File: src/rtl/dmem_mmio_pkg.sv
// ---------------------------------------------------------------------------
// dmem_mmio_pkg
// Shared definitions for the data-side memory responder:
//   - byte offsets of the memory-mapped registers inside the MMIO window
//   - region enum produced by the address decoder
//   - decodeRegion(): classifies a byte address as RAM, MMIO or unmapped
// ---------------------------------------------------------------------------
package dmem_mmio_pkg;

  // Register offsets within the 16-byte MMIO window (addr[3:0])
  localparam logic [3:0] OFF_CYCLE  = 4'h0;
  localparam logic [3:0] OFF_CMP    = 4'h4;
  localparam logic [3:0] OFF_STATUS = 4'h8;
  localparam logic [3:0] OFF_GPIO   = 4'hC;

  typedef enum logic [1:0] {
    REG_RAM  = 2'd0,
    REG_MMIO = 2'd1,
    REG_NONE = 2'd2
  } region_e;

  // RAM occupies [0, ramBytes); the MMIO window is the 16-byte block whose
  // upper 28 address bits match mmioBase. Everything else is unmapped.
  function automatic region_e decodeRegion(
    input logic [31:0] addr,
    input logic [31:0] ramBytes,
    input logic [31:0] mmioBase
  );
    if (addr < ramBytes) begin
      return REG_RAM;
    end else if (addr[31:4] == mmioBase[31:4]) begin
      return REG_MMIO;
    end else begin
      return REG_NONE;
    end
  endfunction

endpackage

File: src/rtl/dmem_mmio_timer.sv
// ---------------------------------------------------------------------------
// mmio_timer
// Free-running cycle counter plus compare register and sticky match flag.
//   clk      in   clock
//   reset    in   synchronous active-high reset
//   cmpWe    in   load cmp from cmpWd on this edge
//   cmpWd    in   new compare value
//   flagClr  in   write-one-to-clear request for the match flag
//   cycle    out  current counter value
//   cmp      out  current compare value
//   flag     out  sticky match flag
// ---------------------------------------------------------------------------
module mmio_timer (
  input  logic        clk,
  input  logic        reset,
  input  logic        cmpWe,
  input  logic [31:0] cmpWd,
  input  logic        flagClr,
  output logic [31:0] cycle,
  output logic [31:0] cmp,
  output logic        flag
);

  logic [31:0] cycleReg;
  logic [31:0] cmpReg;
  logic        flagReg;
  logic        match;

  // Compare the values visible this cycle; a CMP write lands on the same
  // edge the match is sampled, so the old CMP is what gets compared.
  assign match = (cycleReg == cmpReg);

  always_ff @(posedge clk) begin
    if (reset) begin
      cycleReg <= 32'd0;
      cmpReg   <= 32'hFFFF_FFFF;
      flagReg  <= 1'b0;
    end else begin
      cycleReg <= cycleReg + 32'd1;   // natural wrap FFFF_FFFF -> 0
      if (cmpWe) begin
        cmpReg <= cmpWd;
      end
      // A match in the same cycle as a clear keeps the flag set.
      if (match) begin
        flagReg <= 1'b1;
      end else if (flagClr) begin
        flagReg <= 1'b0;
      end
    end
  end

  assign cycle = cycleReg;
  assign cmp   = cmpReg;
  assign flag  = flagReg;

endmodule

File: src/rtl/dmem_mmio.sv
// ---------------------------------------------------------------------------
// dmem_mmio
// Data-side memory responder for the pipelined MIPS core memory stage.
// Combinational read, byte-lane stores into a word RAM, and a small MMIO
// window holding a cycle counter, compare timer, status flag and GPIO.
//   clk       in   clock
//   reset     in   synchronous active-high reset (RAM is not cleared)
//   addr      in   byte address from the memory stage
//   we        in   write enable
//   sb        in   byte store qualifier for we
//   wd        in   write data
//   rd        out  read data, combinational from addr and current state
//   gpio_out  out  GPIO register contents
//   irq       out  sticky timer-match flag
// ---------------------------------------------------------------------------
module dmem_mmio
  import dmem_mmio_pkg::*;
#(
  parameter int          DEPTH_WORDS = 64,
  parameter logic [31:0] MMIO_BASE   = 32'hFFFF_0000,
  parameter int          GPIO_W      = 8
) (
  input  logic              clk,
  input  logic              reset,
  input  logic [31:0]       addr,
  input  logic              we,
  input  logic              sb,
  input  logic [31:0]       wd,
  output logic [31:0]       rd,
  output logic [GPIO_W-1:0] gpio_out,
  output logic              irq
);

  localparam int          IDX_W     = $clog2(DEPTH_WORDS);
  localparam logic [31:0] RAM_BYTES = 32'(DEPTH_WORDS * 4);

  region_e           region;
  logic [IDX_W-1:0]  wordIdx;
  logic [3:0]        laneMask;
  logic [3:0][7:0]   laneData;
  logic              ramStore;
  logic              mmioStore;
  logic              cmpWe;
  logic              flagClr;
  logic              gpioWe;
  logic [GPIO_W-1:0] gpioReg;
  logic [31:0]       cycleVal;
  logic [31:0]       cmpVal;
  logic              flagVal;
  logic [31:0]       rdMux;

  logic [31:0] ramMem [DEPTH_WORDS];

  assign region  = decodeRegion(addr, RAM_BYTES, MMIO_BASE);
  assign wordIdx = addr[IDX_W+1:2];

  // Word stores enable all four lanes; byte stores enable only the lane
  // selected by addr[1:0] and replicate wd[7:0] onto it (little-endian).
  generate
    for (genvar gi = 0; gi < 4; gi++) begin : g_lane
      assign laneMask[gi] = !sb || (addr[1:0] == 2'(gi));
      assign laneData[gi] = sb ? wd[7:0] : wd[gi*8 +: 8];
    end
  endgenerate

  // Stores are suppressed while reset is held.
  assign ramStore  = we && !reset && (region == REG_RAM);
  // The register window only accepts full-word stores.
  assign mmioStore = we && !sb && !reset && (region == REG_MMIO);
  assign cmpWe     = mmioStore && (addr[3:0] == OFF_CMP);
  assign flagClr   = mmioStore && (addr[3:0] == OFF_STATUS) && wd[0];
  assign gpioWe    = mmioStore && (addr[3:0] == OFF_GPIO);

  always_ff @(posedge clk) begin
    if (ramStore) begin
      for (int i = 0; i < 4; i++) begin
        if (laneMask[i]) begin
          ramMem[wordIdx][i*8 +: 8] <= laneData[i];
        end
      end
    end
  end

  always_ff @(posedge clk) begin
    if (reset) begin
      gpioReg <= '0;
    end else if (gpioWe) begin
      gpioReg <= wd[GPIO_W-1:0];
    end
  end

  mmio_timer uTimer (
    .clk     (clk),
    .reset   (reset),
    .cmpWe   (cmpWe),
    .cmpWd   (wd),
    .flagClr (flagClr),
    .cycle   (cycleVal),
    .cmp     (cmpVal),
    .flag    (flagVal)
  );

  // Read path: full word always; the core extracts bytes itself.
  always_comb begin
    rdMux = 32'd0;
    unique case (region)
      REG_RAM: begin
        rdMux = ramMem[wordIdx];
      end
      REG_MMIO: begin
        case (addr[3:0])
          OFF_CYCLE:  rdMux = cycleVal;
          OFF_CMP:    rdMux = cmpVal;
          OFF_STATUS: rdMux = {31'd0, flagVal};
          OFF_GPIO:   rdMux = 32'(gpioReg);
          default:    rdMux = 32'd0;
        endcase
      end
      default: begin
        rdMux = 32'd0;
      end
    endcase
  end

  assign rd       = rdMux;
  assign gpio_out = gpioReg;
  assign irq      = flagVal;

endmodule
File: config.mk
export PLATFORM = sky130hd
export DESIGN_NAME = dmem_mmio
export DESIGN_NICKNAME = d
export VERILOG_FILES = /design/src/rtl/dmem_mmio_pkg.sv /design/src/rtl/dmem_mmio_timer.sv /design/src/rtl/dmem_mmio.sv
export SDC_FILE = /design/constraint.sdc
export NUM_CORES = 2
export LEC_CHECK = 0
export BUFFER_PORTS_ARGS = -buffer_cell sky130_fd_sc_hd__buf_2
export CORE_UTILIZATION = 45
export DETAILED_ROUTE_END_ITERATION = 6
export MAX_ROUTING_LAYER = met4
export PLACE_DENSITY = 0.66
export SETUP_SLACK_MARGIN = 0.05
export SYNTH_ARGS = -nofsm -noshare
export SYNTH_HDL_FRONTEND = slang
export SYNTH_SLANG_ARGS = --single-unit
File: constraint.sdc
create_clock -name clk -period 8.15 [get_ports clk]
set_input_delay 1.2225 -clock clk [delete_from_list [all_inputs] [get_ports clk]]
set_output_delay 1.2225 -clock clk [all_outputs]
set_load 0.005 [all_outputs]
==> out/results.tsv <==
metric	value	unit
p_sw_share	22.44	%
grt_pass1_wl	353.6	mm
final_antenna_net_count	0	
timing.final.max_slew_violations	0	
placed_cells	6818	
area_delta_synth_final	11.15	%
clockPowerShare	41.0	%
syn_area	84560	um^2
yosysUniqueCellTypes	85	
path_class	input port to output port	
synth_flop_cell	edfxtp_1	
postCtsHoldBufs	0	
cts_resized	0	
synth_area_leaders	edfxtp_1, mux4_2, mux2i_1	
track_usage	27.65	%
yosysTopAreaCell	edfxtp_1	
tritoncts	built	
cts_made_buffers	205	
place.gp.congestion	0.9692	
dp_hpwl	162.0	mm
p_int	17.35	mW
wl_per_cell	35.79	um
wl	258.5	mm
relSlewSlack	0.5748	%
numPortBuffers	108	
drive_gt1_share	19.79	%
grt_pass1_vias	44170	
synth_edf_count	2048	
finalSetupTns	0	ns
setup_viol	0	
grt_overflow	0	
dr.pass1.iters	7	
multi_input_area	19800	um^2
cts_root_buffer	clkbuf_16	
cts_sinks	2121	
synth_most_common_cell	edfxtp_1	
yosysTopAreaCellShare	72.73	%
p_per_area	238.0	nW/um^2
fp.dieH	435.5	um
dr.first_iter.drc_count	8325	
postPlaceCellArea	87490	um^2
power_frac_comb	5.3	%
cts_setup_buffers	0	
antenna_found_initial	26	
syn_inst	4398	
vias	46550	
seqPwrFrac	53.7	%
avgSynthCellArea	19.23	um^2
final_area	93980	um^2
core	186000	um^2
max-cap-violations	1	
pin_count	109	
fmax	156.0	MHz
die_w	435.5	um
clkSlewWorstSetupHoldPaths	0.06	ns
tightest_slew	1.488	ns
route.detailed.drc	453	
clock_skew	0.01592	ns
startpoint_type	input port	
switching_power	5.020	mW
rsz0062_at_grt	no	
avgViaCountPerCell	6.445	
synth_warnings	0	
synth_nets	4467	
nets	4614	
finalHoldViolCount	0	
crit_arrival	5.19	ns
ys_ff_latch	2121	
cp-end-kind	output port	
violations	design-rule violations, max-capacitance violations	
area.sequential	62960	um^2
crit_fanout	30	
leakage	28.81	nW
hold_path_class	register to register	
vdd_drop_max	0.1843	mV
start_util	45.46	%
seq_area_frac_synth	74.46	%
worstSkewPairLatency	0.86	ns
async_flop_share	0	%
htree_levels	4	
dieArea	189600	um^2
fin_crit_sh	78.64	%
outcome	finished with violations	
finalCriticalPeriod	6.409	ns
grt_max_degree	115	
finalNonFillerCells	7223	
critPathRequiredTime	6.93	ns
rows	158	
ys_top_cells_by_count	edfxtp_1, mux4_2, nor2_1, mux2i_1, nand2_1	
fillerInstances	14720	
clk_path_buf_depth	3	
layout make-up:
| cell class | count | area share (%) |
|---|---|---|
| Antenna cell | 34 | 0.09053 |
| Clock buffer | 254 | 5.665 |
| Clock inverter | 117 | 1.157 |
| Inverter | 35 | 0.1451 |
| Multi-Input combinational cell | 1972 | 21.07 |
| Sequential cell | 2121 | 66.99 |
| Tap cell | 2480 | 3.302 |
| Timing Repair Buffer | 210 | 1.580 |
worst paths after layout:
kind / to / startpoint / slack, ns / cells past startpoint
worst min register to register: uTimer.flag / uTimer.flag / 0.53 / 2
worst max register to register: uTimer.cycle[28] / uTimer.cycle[0] / 5.49 / 7
worst min-delay path: uTimer.flag / uTimer.flag / 0.53 / 2
worst max-delay path: rd[31] / addr[5] / 1.74 / 7
logic make-up after synthesis:
logic type	Yosys count	share of synthesized area, %
multiplexers	660	14.37
XOR/XNOR	61	0.6318
buffers and inverters	305	2.507
AND/OR/NAND/NOR	814	4.344
adder cells (fa/ha/maj)	1	0.01479
AO/OA/AOI/OAI	436	3.674
flip-flops	2121	74.46
power by group through the flow:
| stage | Clock (mW) | Combinational (mW) | Sequential, mW |
|---|---|---|---|
| after floorplan | 0 | 0.650 | 12.3 |
| after global placement | 0 | 1.14 | 12.2 |
| after detailed placement | 0 | 1.16 | 12.2 |
| after CTS | 9.20 | 1.16 | 12.0 |
| after global routing | 9.59 | 1.21 | 12.0 |
| final | 9.16 | 1.20 | 12.0 |
critical path: stages:
cell      delay [ns]
buf_4           0.53
inv_2           0.33
nor2_2          1.16
a211oi_1        0.31
a211o_1         0.35
o32ai_1         0.90
buf_2           0.27
registers in the layout (all words and copies together), names as in the netlist:
name	count
ramMem	2048
uTimer.cmp	32
uTimer.cycle	32
gpio_out	8
uTimer.flag	1
layout by cell type, fill, tap and decap left out, types with 42 or more instances in the layout:
cell type | synthesis | routed
edfxtp_1 | 2048 | 2048
mux4_2 | 370 | 370
nor2_1 | 368 | 363
mux2i_1 | 218 | 218
nand2_1 | 209 | 205
clkbuf_16 | 0 | 205
buf_2 | 66 | 104
buf_4 | 19 | 91
o22ai_1 | 76 | 76
dfxtp_1 | 73 | 73
a22oi_1 | 60 | 60
mux4_1 | 55 | 55
clkinv_1 | 1 | 54
clkbuf_1 | 98 | 48
nand3_1 | 47 | 47
o21ai_0 | 71 | 47
xnor2_1 | 47 | 47
nor2b_1 | 46 | 44
a21oi_1 | 42 | 42
metrics by stage:
stage                     hold slack, ns  total power [mW]  worst slack, ns  utilization (%)
after floorplan                   0.4690             12.92            3.320                -
after global placement            0.5026             13.39            1.955            47.03
after detailed placement          0.5211             13.40            1.997            47.03
after CTS                         0.5293             22.38            1.979            50.48
after global routing              0.5591             22.81            2.014            50.51
final                             0.5298             22.37            1.741            50.52
routing by layer:
layer | track usage [%] | up-vias | wire, um | part of all wire (%)
met5 | - | - | 0 | 0
met4 | 13.69 | 0 | 14740 | 5.7
met3 | 10.09 | 729 | 36750 | 14
met2 | 38.46 | 3500 | 112500 | 44
met1 | 35.72 | 24080 | 94490 | 37
li1 | - | 18250 | - | -
(Power assumes the default switching activity.)
